### config.mk
export PLATFORM = sky130hd
export DESIGN_NAME = snake_head_ctrl
export DESIGN_NICKNAME = d
export VERILOG_FILES = /design/src/rtl/snake_pkg.sv /design/src/rtl/snake_head_ctrl_step_timer.sv /design/src/rtl/snake_head_ctrl.sv
export SDC_FILE = /design/constraint.sdc
export NUM_CORES = 1
export LEC_CHECK = 0
export ABC_AREA = 1
export BUFFER_PORTS_ARGS = -buffer_cell sky130_fd_sc_hd__buf_2
export CAP_MARGIN = 40
export CORE_MARGIN = 4
export CORE_UTILIZATION = 61
export DETAILED_ROUTE_END_ITERATION = 8
export GPL_ROUTABILITY_DRIVEN = 0
export PLACE_DENSITY_LB_ADDON = 0.1
export SYNTH_ARGS = -nofsm -noshare
export SYNTH_HDL_FRONTEND = slang
export SYNTH_HIERARCHICAL = 1
export SYNTH_SLANG_ARGS = --single-unit
### constraint.sdc
create_clock -name Clk -period 3.4 [get_ports Clk]
set_clock_uncertainty 0.15 [all_clocks]
set_input_delay 0.68 -clock Clk [delete_from_list [all_inputs] [get_ports Clk]]
set_output_delay 0.68 -clock Clk [all_outputs]
set_load 0.02 [all_outputs]
### src/rtl/snake_pkg.sv
// snake_pkg: shared direction/state types and helpers for snake control blocks
package snake_pkg;
  typedef enum logic [1:0] {UP = 2'b00, LEFT = 2'b01, DOWN = 2'b10, RIGHT = 2'b11} dir_t;
  typedef enum logic [1:0] {IDLE, RUN, HALT} head_state_t;
  localparam int CNT_W = 6;
  function automatic dir_t opposite(dir_t d);
    return dir_t'(d ^ 2'b10);
  endfunction
endpackage

### src/rtl/snake_head_ctrl_step_timer.sv
// step_timer: counts enabled frame ticks and strobes step on every STEP_FRAMES-th one
module step_timer
  import snake_pkg::*;
#(
  parameter int STEP_FRAMES = 6
) (
  input  logic clk,
  input  logic rst_n,
  input  logic clear,
  input  logic enable,
  output logic step
);
  logic [CNT_W-1:0] cnt;
  assign step = enable && cnt == CNT_W'(STEP_FRAMES - 1);
  // counter wraps to zero on the stepping tick so each step takes exactly STEP_FRAMES ticks
  always_ff @(posedge clk) begin
    if (!rst_n || clear) cnt <= '0;
    else if (step) cnt <= '0;
    else if (enable) cnt <= cnt + 1'b1;
  end
endmodule

### src/rtl/snake_head_ctrl.sv
// snake_head_ctrl: buffers direction requests, blocks reversals and steps the head with wrap-around
module snake_head_ctrl
  import snake_pkg::*;
#(
  parameter int         GRID_W      = 40,
  parameter int         GRID_H      = 30,
  parameter int         STEP_FRAMES = 6,
  parameter int         START_X     = 10,
  parameter int         START_Y     = 15,
  parameter logic [1:0] START_DIR   = 2'b11
) (
  input  logic                      Clk,
  input  logic                      Reset_n,
  input  logic [1:0]                motionFlag,
  input  logic                      Load,
  input  logic                      frame_tick,
  input  logic                      start,
  input  logic                      freeze,
  output logic [$clog2(GRID_W)-1:0] head_x,
  output logic [$clog2(GRID_H)-1:0] head_y,
  output logic [1:0]                dir,
  output logic                      step_pulse,
  output logic                      running
);
  localparam int XW = $clog2(GRID_W);
  localparam int YW = $clog2(GRID_H);
  localparam logic [XW-1:0] X_MAX = XW'(GRID_W - 1);
  localparam logic [YW-1:0] Y_MAX = YW'(GRID_H - 1);
  head_state_t state, state_nx;
  dir_t cur_dir, pend;
  logic step, reload;
  logic [XW-1:0] nx;
  logic [YW-1:0] ny;
  assign dir = cur_dir;
  // reload holds start values in IDLE and restores them on a restart out of HALT
  assign reload = state == IDLE || (state == HALT && start);
  step_timer #(.STEP_FRAMES(STEP_FRAMES)) u_timer (
    .clk   (Clk),
    .rst_n (Reset_n),
    .clear (reload),
    .enable(state == RUN && frame_tick && !freeze),
    .step  (step)
  );
  // state register
  always_ff @(posedge Clk) begin
    if (!Reset_n) state <= IDLE;
    else state <= state_nx;
  end
  // next state: start leaves IDLE/HALT, freeze leaves RUN
  always_comb begin
    state_nx = state;
    if (state == IDLE && start) state_nx = RUN;
    if (state == RUN && freeze) state_nx = HALT;
    if (state == HALT && start) state_nx = RUN;
  end
  // next head cell in the pending direction, wrapping by explicit compare since grid sizes need not be powers of two
  always_comb begin
    nx = pend == LEFT ? (head_x == '0 ? X_MAX : head_x - 1'b1) :
         pend == RIGHT ? (head_x == X_MAX ? '0 : head_x + 1'b1) : head_x;
    ny = pend == UP ? (head_y == '0 ? Y_MAX : head_y - 1'b1) :
         pend == DOWN ? (head_y == Y_MAX ? '0 : head_y + 1'b1) : head_y;
  end
  // head, direction and pending request; reversal check is against the committed direction
  always_ff @(posedge Clk) begin
    if (!Reset_n || reload) begin
      head_x     <= XW'(START_X);
      head_y     <= YW'(START_Y);
      cur_dir    <= dir_t'(START_DIR);
      pend       <= dir_t'(START_DIR);
      step_pulse <= 1'b0;
    end else if (state == RUN) begin
      step_pulse <= step;
      if (step) begin
        head_x  <= nx;
        head_y  <= ny;
        cur_dir <= pend;
      end
      if (Load && dir_t'(motionFlag) != opposite(cur_dir)) pend <= dir_t'(motionFlag);
    end else begin
      step_pulse <= 1'b0;
    end
  end
  // running mirrors the state the FSM is entering
  always_ff @(posedge Clk) begin
    if (!Reset_n) running <= 1'b0;
    else running <= state_nx == RUN;
  end
endmodule

After elaboration in Yosys (flattened, before gate mapping)
Cells that the tools add are included.
Operators by class
  add/subtract/negate cells: 5
  equal/unequal tests: 10
  mux-type cells: 11
  bitwise logic cells: 2
  reduce and logical (&&, ||, !) cells: 23
Operators with widths (count)
  6-bit 2-to-1 mux: 4
  5-bit 2-to-1 mux: 4
  6-bit by 1-bit adder with 6-bit output (second input constant): 2
  1-bit logical AND: 7
  2-bit by 1-bit == test with 1-bit output (second input constant): 3
  2-bit == test (second input constant): 3
  6-bit by 3-bit == test with 1-bit output (second input constant): 1
  6-bit == test (second input constant): 1
  6-bit logical NOT: 1
  2-bit 2-to-1 mux: 3
  3-bit AND reduction: 2
  6-bit by 1-bit subtractor with 6-bit output (second input constant): 1
  5-bit by 1-bit adder with 5-bit output (second input constant): 1
  5-bit == test (second input constant): 1
  5-bit logical NOT: 1
  5-bit by 1-bit subtractor with 5-bit output (second input constant): 1
  2-bit logical NOT: 2
  2-bit AND reduction: 2
  2-bit nonzero test: 2
  2-bit OR reduction: 2
  1-bit logical NOT: 2
  1-bit logical OR: 2
  2-bit != test: 1
  1-bit NOT: 2
Word-level totals
  register bits: 25
  input bits: 8
  output and inout port bits: 15
  logic and storage cells: 59

Depth between registers and ports, before layout
Gate-level depths: netlist of run 1.
  word-level depth: 6
  mapped depth: 15
  gate-level depth less buffers: 15

Hierarchy
Netlist of run 1, hierarchy kept.
By module, submodules not included
  snake_head_ctrl: instances 1, cells an instance 194, area an instance 1256.2 um2, seq. area each 380.4 um2
  step_timer: instances 1, cells an instance 50, area an instance 330.3 um2, seq. area each 120.1 um2

Least setup slack after synthesis of run 1
No wires, ideal clock.
  path type: input to register
  start point: input port freeze
  end point: register head_x[3]
  setup time: 0.109 ns
  data arrival time: 1.887 ns
  required time: 3.141 ns
  path slack: 1.254 ns
  stages: 14
  path buffers: 0
  cells stage by stage: inv_1 nand2_1 nor2_1 inv_1 nor2_1 nand3_1 inv_1 inv_1 nor2_4 nand2_2 nor2_2 nand3_1 nand2_1 inv_1
Between the ends
  longest elaborated chain between the ends: 4
Ends and longest elaborated chain
  start, declared: RTL line snake_head_ctrl.sv:18  | input logic freeze,
  1-bit logical NOT: RTL line snake_head_ctrl.sv:41  | .enable(state == RUN && frame_tick && !freeze),
  1-bit logical AND: RTL line snake_head_ctrl.sv:41
  1-bit logical AND: RTL line snake_head_ctrl_step_timer.sv:14  | assign step = enable && cnt == CNT_W'(STEP_FRAMES - 1);
  net step: RTL line snake_head_ctrl.sv:31  | logic step, reload;
  3-bit AND reduction (no source line)
  end signal, assigned: RTL line snake_head_ctrl.sv:66  | head_x <= XW'(START_X);
  end signal, assigned: RTL line snake_head_ctrl.sv:74  | head_x <= nx;
  end, declared: RTL line snake_head_ctrl.sv:19  | output logic [$clog2(GRID_W)-1:0] head_x,
The timed path passes the listed nets, and every way through them passes these cells.
A chain may end at the register's enable or synchronous reset.

Final worst setup path of run 1
  start point: register state[0]
  end point: register head_y[0]
Between the ends
  longest elaborated chain between the ends: 5
  elaborated cells on any way between the ends: 10
  classes of those cells: eq/ne: 2; reduce/logical: 8
Ends and longest elaborated chain
  start, declared: RTL line snake_head_ctrl.sv:29  | head_state_t state, state_nx;
  start signal, assigned: RTL line snake_head_ctrl.sv:47  | else state <= state_nx;
  2-bit by 1-bit == test with 1-bit output: RTL line snake_head_ctrl.sv:41
  1-bit logical AND (2 in a row): RTL line snake_head_ctrl.sv:41
  1-bit logical AND: RTL line snake_head_ctrl_step_timer.sv:14
  net step: RTL line snake_head_ctrl.sv:31
  3-bit AND reduction (no source line)
  end signal, assigned: RTL line snake_head_ctrl.sv:67  | head_y <= YW'(START_Y);
  end signal, assigned: RTL line snake_head_ctrl.sv:75  | head_y <= ny;
  end, declared: RTL line snake_head_ctrl.sv:20  | output logic [$clog2(GRID_H)-1:0] head_y,
The timed path passes the listed nets, and every way through them passes these cells.

==> flow_results.org, run 1 <==
** STA
- After layout, the minimum clock period comes to 2.19 ns.
- Headroom to the max-slew limit came out at 70.6%.
- Final period utilization :: 64.4%
- Highest clock frequency the design can meet :: 457 MHz
- Final hold viol count :: 0
- In the final timing run, aggregate negative setup slack is 0 ns.
- Setup violators final :: 0
- The count of pins over their slew limit is 0.
- Setup repair after global routing left no endpoint under its margin.
- For the pin with the worst max-slew slack, the measured transition is 0.441 ns.

** CTS
- Clock tree sinks :: 25
- Root buffer cell :: clkbuf_4
- Clock latency on the worst-skew pair, taken at its later pin, is 0.33 ns.
- Number of clock buffers inserted by TritonCTS :: 3
- Count of H-tree levels built during CTS :: 1
- Hold repair after CTS inserted 0 buffers.
- Clock-pin slew reported for the worst setup and hold paths after clock tree synthesis :: 0.15 ns
- After clock tree synthesis, the setup repair step added 0 buffers.
- CTS max path bufs :: 2
- TritonCTS clock tree :: built
- Once the clock tree was built, the resizer swapped 0 gates to a different size.

** Cells and area
- Core utilization of the finished layout :: 70.6%
- The repair_antennas step left the layout with diodes totalling 0.
- Layout cell share with drive strength beyond 1 :: 15.3%
- Layout fillers :: 236
- The sequential cells in the finished layout cover a total of 500 um2.
- In the final layout, the multi-input gates occupy 930 um2.
- Relative to the synthesized area, the layout overhead comes to 10.3%.
- The net count of the finished layout is 285.

** Power
- IR analysis of the VDD net gives a maximum drop of 0.000332 V.
- In this run the power density over the cells is 271 mW/mm2.
- In this run the static leakage power is 0.851 nW.

** GRT
- Global routing used 21.4% of the available tracks.
- After global routing the overflow that remains totals 0.
- The initial antenna violation count came to 0.
- Global-route wire length before repair :: 5.88 mm
- The via count of the first global-routing pass was 1371.
- Entering global routing, the biggest net connects 17 pins.

** Floorplanning
- Die area :: 0.00348 mm2
- The region available for standard cell placement spans 0.00248 mm2.
- The floorplan has 18 rows.
- In this run the vertical extent of the chip is 59 um.
- Die width :: 59 um
- 23 I/O pins were placed.
- Initial core utilization :: 64.0%

** Worst setup path
- In this design, the stage delay of the slowest critical-path cell is 0.44 ns.
- The worst setup path is of the reg -> reg kind.
- For the worst flop-to-flop path, the logic depth is 12.
- Slack of the worst reg-to-reg path :: 1.21 ns
- Slowest cell on crit path :: dfxtp_1
- STA classifies the critical path endpoint as a flop.
- Library cell appearing most often on the critical path :: inv_1
- Worst EP required :: 3.51 ns
- Startpoint of the worst register-to-register path :: state[0]
- Maximum fanout along the worst path :: 6
- Reg-to-reg endpoint :: head_y[0]
- CP arrival :: 2.29 ns
- Tracing the worst setup path back leads to its startpoint at state[0].
- Traced cell by cell, the critical path runs through nand2_2, nor2_1, inv_1, nor2_1, nand3_1, inv_1, inv_1, nor2_4, nand2_1, a21oi_1, o21ai_0, o211ai_1.
- The worst setup path is launched from a flop.

** Hold path
- The worst hold path was traced through 2 stages.
- WHS Endpoint :: u_timer/cnt[5]
- Type of the worst min-delay path :: reg -> reg
- In this run the most critical hold path is launched from u_timer/cnt[5].

** Detailed routing
- In this run, the number of DRC markers left after iteration 0 of detailed routing was 98.
- Overall via count from detail_route :: 1550
- Post-DR wirelength/cell :: 10.8 um
- In the routed layout, each cell is associated on average with a via count of 5.20.
- Detail Route Antenna Nets :: 0
- Length of the first detailed-routing pass in iterations :: 4
- DRC viols :: 0
- For this block, the routed nets add up to 3.23 mm of wire.

** Yosys
- Counting flops and latches in the post-synthesis netlist gives 25.
- Synthesis warning total :: 6
- Leading area contributor after synthesis :: dfxtp_1
- After technology mapping, the gate count stands at 244.
- Synth Cell Area :: 0.00159 mm2
- Top cells by instance count after synthesis :: nand2_1, inv_1, nor2_1
- Ys async rst share :: 0%
- The number of nets in the synthesized netlist is 260.
- Proportion of synthesized chip area in sequential cells :: 31.5%
- Sorting the synthesized cells by area gives the leading types as dfxtp_1, nand2_1, inv_1, nor2_1, nand3_1.
- Most frequent cell after synthesis :: nand2_1
- EDFF count, synth :: 0
- The netlist uses 26 different library cells.
- For this run, the leading register cell type out of synthesis is dfxtp_1.
- Synthesized area per cell :: 6.50 um2
- The share of synthesized area in the top cell type comes to 31.5%.

** Placement
- Count of input and output buffers :: 22
- Post-detail-place hpwl :: 2.57 mm

** Flow run
- Max-cap violations in this run came to 0.

** Run status
- Status :: finished clean
[final cells by class]
cell class	count	share of cell area, %
Multi-Input combinational cell	180	53.1
Sequential cell	25	28.6
Inverter	37	8.01
Timing Repair Buffer	22	6.29
Tap cell	30	2.15
Clock buffer	3	1.29
Clock inverter	1	0.501
[where the power goes]
group,switching [mW],leakage [nW],internal [mW]
clock network,0.0946,0.0183,0.0480
logic,0.0209,0.631,0.0108
registers,0.00286,0.202,0.296
total,0.118,0.851,0.355
[critical path: cells and delay by family (launching register included)]
family | cells | cell delay, ns
AO/OA/AOI/OAI | 3 | 0.32
buffers and inverters | 3 | 0.28
flip-flops | 1 | 0.44
AND/OR/NAND/NOR | 6 | 0.92
[sequential cells by signal, summed over array words and instances, names as in the netlist]
name,cells
dir,2
head_x,6
head_y,5
pend,2
running,1
state,2
step_pulse,1
u_timer/cnt,6
[stage by stage]
stage               area (um2)  cells  power, mW  hold slack, ns  setup slack (ns)
floorplan                 1590    244      0.325           0.302              1.25
CTS                       1750    298      0.478           0.346              1.23
detailed placement        1720    294      0.337           0.325             0.925
finish                    1750    298      0.473           0.343              1.21
global placement          1720    294      0.336           0.322              1.02
global route              1750    298      0.496           0.357             0.931
[cells in the final DEF (no fill, tap or decap), drive strengths merged, types with 4 or more instances in the layout]
cell type	count
nor2	39
inv	37
nand3	23
xor2	7
buf	22
nand2	64
o21ai	14
ha	8
dfxtp	25
nand4	4
a21oi	11
[per-layer routing]
layer	wire length, um	up-vias	share of wire [%]	track usage [%]
met5	0	-	0	0
met4	27	0	0.84	4.85
met3	186	4	5.8	3.92
met2	1420	39	44	34.7
met1	1600	687	49	29.5
li1	-	820	-	-
[cell families (layout without fill, tap and decap cells)]
logic type               after synthesis  in the layout  synth area share [%]
XOR/XNOR                              10             10                  5.52
adder cells (fa/ha/maj)                8              8                  6.31
AO/OA/AOI/OAI                         30             30                  10.6
flip-flops                            25             25                  31.5
buffers and inverters                 39             63                  9.86
AND/OR/NAND/NOR                      132            132                  36.1
[how the worst max path moves through the flow]
stage / end / cells past startpoint
after detailed placement: head_y[0] / 14
after global routing: head_y[0] / 12
after floorplan: head_x[3] / 14
after global placement: head_y[4] / 14
final: head_y[0] / 12
after CTS: head_y[0] / 12
No activity file was read; power rests on OpenSTA's default activity.
==> run 2: changes to the inputs <==
--- a/config.mk
+++ b/config.mk
@@ -9,7 +9,7 @@
 export BUFFER_PORTS_ARGS = -buffer_cell sky130_fd_sc_hd__buf_2
 export CAP_MARGIN = 40
 export CORE_MARGIN = 4
-export CORE_UTILIZATION = 61
+export CORE_UTILIZATION = 56
 export DETAILED_ROUTE_END_ITERATION = 8
 export GPL_ROUTABILITY_DRIVEN = 0
 export PLACE_DENSITY_LB_ADDON = 0.1
==> constraint.sdc (replaced) <==
create_clock -name Clk -period 2.1 [get_ports Clk]
set_clock_uncertainty 0.15 [all_clocks]
set_input_delay 0.42 -clock Clk [delete_from_list [all_inputs] [get_ports Clk]]
set_output_delay 0.42 -clock Clk [all_outputs]
set_load 0.02 [all_outputs]
==> flow_results.org, run 2 (synthesized netlist as in run 1, its figures left out) <==
** STA
- Tightest Pin Transition :: 0.457 ns (+0.0153 ns)
- The share of the cycle needed by the critical path after routing was 89.2% (+25 points).
- The final critical delay including setup and external delays is 1.87 ns (-0.316 ns).
- The headroom to the max-slew limit was 69.6% (-1.0 points).
- Highest clock frequency the design can meet :: 534 MHz (+17%)
- Setup_tns :: 0 ns (unchanged)
- Worst hold slack :: 0.129 ns (-0.214 ns)
- Unrepaired setup endpoints after global routing :: false
- Setup violators final :: 0 (unchanged)
- Final hold viol count :: 0 (unchanged)
- Pins Over Slew Limit :: 0 (unchanged)

** Cells and area
- The share of cells above drive strength 1 was 16.7% (+1.4 points).
- Total number of nets in the final design :: 286 (+0.35%)
- Sequential cell area :: 502 um2 (+0.25%)
- The total of fill cells in the finished design came to 262 (+11%).
- The area occupied by multi-input gates came to 940 um2 (+1.1%).
- The finished layout cell area is 0.00177 mm2 (+0.93%).
- Relative area change from synthesis to final layout :: 11.3%
- Most common cell after layout, fill and taps aside :: nand2_1
- In the layout the commonest cells are nand2_1, inv_1, nor2_1, dfxtp_1, nand3_1.
- The count of antenna diodes in the layout is 0 (unchanged).
- Largest registers :: head_x: 6 flops, u_timer/cnt: 6 flops, head_y: 5 flops

** Hold path
- Hold depth :: 2 (unchanged)
- The path class of the tightest hold or removal check is in -> reg.

** Detailed routing
- The post-route DRC violation count is 0 (unchanged).
- The detailed-route via count is 1539 (-0.71%).
- Post-DR wirelength/cell :: 10.9 um (+0.38%)
- Initial DRC Count :: 111 (+13%)
- The number of antenna-violating nets in the routed design came to 0 (unchanged).
- Length of the first detailed-routing pass in iterations :: 5 (+1)
- Total Routed Length :: 3.27 mm (+1.1%)
- Average vias per placed instance :: 5.13 (-1.4%)

** Power
- The leakage power is 0.857 nW (+0.71%).
- The internal power contribution is 0.570 mW (+61%).
- Proportion of power drawn by flip-flops and latches :: 64.1% (+0.9 points)
- Worst supply voltage drop on vdd :: 0.000545 V (+64%)
- Switching power :: 0.185 mW (+56%)
- Fraction of power spent switching nets :: 24.5% (-0.48 points)
- Proportion of power drawn by the clock network :: 28.9% (-1.2 points)
- The power consumption is 0.755 mW (+59%).
- The fraction of power consumed by combinational cells is 7.0% (+0.3 points).
- The power density over the cells was 428 mW/mm2 (+58%).

** CTS
- Clock latency on the worst-skew pair :: 0.32 ns (about the same)
- The tree is rooted in a clkbuf_4.
- The number of sinks driven by the clock tree came to 25 (unchanged).
- The buffer count from post-CTS setup fixing is 0 (unchanged).
- Count of H-tree levels built during CTS :: 1 (unchanged)
- The clock-pin slew of the registers on the worst-case setup and hold paths was 0.14 ns (about the same).
- TritonCTS clock tree :: built
- CTS max path bufs :: 2 (unchanged)
- The number of clock buffers inserted by TritonCTS came to 3 (unchanged).

** Floorplanning
- The placeable core region is 0.00273 mm2 (+10%).
- I/O pin count :: 23 (unchanged)
- Initial core utilization :: 58.0% (-6.0 points)
- The total number of placement rows came to 19 (+1).
- Die area :: 0.00375 mm2 (+7.7%)
- Height of the die :: 61.2 um (+3.8%)
- Die width :: 61.2 um (+3.8%)

** GRT
- Total global routing track utilization :: 19.0% (-2.3 points)
- The total overflow reported by the global router was 0 (unchanged).
- Global-route wire length before repair :: 5.42 mm (-7.9%)
- Antenna violations before repair :: 0 (unchanged)
- Largest net degree at the start of global routing :: 15 (-2)
- The via count of the first global-routing pass is 1312 (-4.3%).

** Worst setup path
- The worst setup path is of the reg -> reg kind.
- The required time reported for the critical path endpoint is 2.18 ns (-1.33 ns).
- STA classifies the critical path startpoint as a flop.
- The biggest fanout along the worst timing path is 4 (-2).
- The worst path arrival time came to 1.96 ns (-0.33 ns).
- The cell count of the worst reg-to-reg path came to 14 (+2).
- CP endpoint kind :: flop

** Run status
- Status :: finished clean

** Placement
- The placed instance area is 0.00173 mm2 (+0.51%).
- Post-detail-place hpwl :: 2.56 mm (-0.41%)
- The count of port buffers added during placement came to 22 (unchanged).

** Flow run
- Number of max-cap violations :: 0 (unchanged)
run 2: final cells by class:
class	count	area share (%)
multi-input cells	180	53.2
flip-flops and latches	25	28.4
inverters	37	7.94
repair buffers	23	6.66
well taps	31	2.20
clock buffers	3	1.28
clock inverters	1	0.283
run 2: metal layers:
layer,part of all wire [%],GRT usage [%]
met1,49,25.1
met2,45,31.0
met3,4.5,3.35
met4,1.4,7.12
met5,0,0
run 2: metrics by stage:
stage	worst slack [ns]	cells	util [%]
2_1_floorplan	0.214	244	-
3_3_place_gp	0.162	296	63.2
6_report	0.227	300	64.6
4_1_cts	0.145	300	64.2
5_1_grt	0.0111	300	64.6
3_5_place_dp	0.0915	296	63.2
run 2: worst max-delay path, cell delays in order, from the launching register on:
cell	delay [ns]
dfxtp_1	0.34
inv_1	0.08
nand2_2	0.09
nor2_2	0.13
inv_1	0.09
nor2_1	0.09
nand3_1	0.10
inv_1	0.09
inv_1	0.06
nor2_4	0.13
nand2_2	0.11
nor2_4	0.14
nand3_1	0.08
nand2_1	0.06
inv_1	0.04
run 2: final timing paths:
kind	from	to	slack (ns)
worst min register to register	u_timer/cnt[5]	u_timer/cnt[5]	0.35
worst max-delay path	state[1]	head_x[3]	0.23
worst min-delay path	freeze	state[0]	0.13
worst max register to register	state[1]	head_x[3]	0.23
run 2: what timing repair did:
action | in CTS | in global routing
resized for setup | 0 | 4
hold buffers | 0 | 0
setup endpoints to repair | 0 | 7
run 2: power by group through the flow:
stage                     Sequential [mW]  Clock [mW]  Combinational, mW
after floorplan                     0.496           0             0.0312
after detailed placement            0.494           0             0.0520
after global routing                0.485       0.248             0.0596
after CTS                           0.484       0.225             0.0520
after global placement              0.494           0             0.0515
final                               0.484       0.218             0.0532
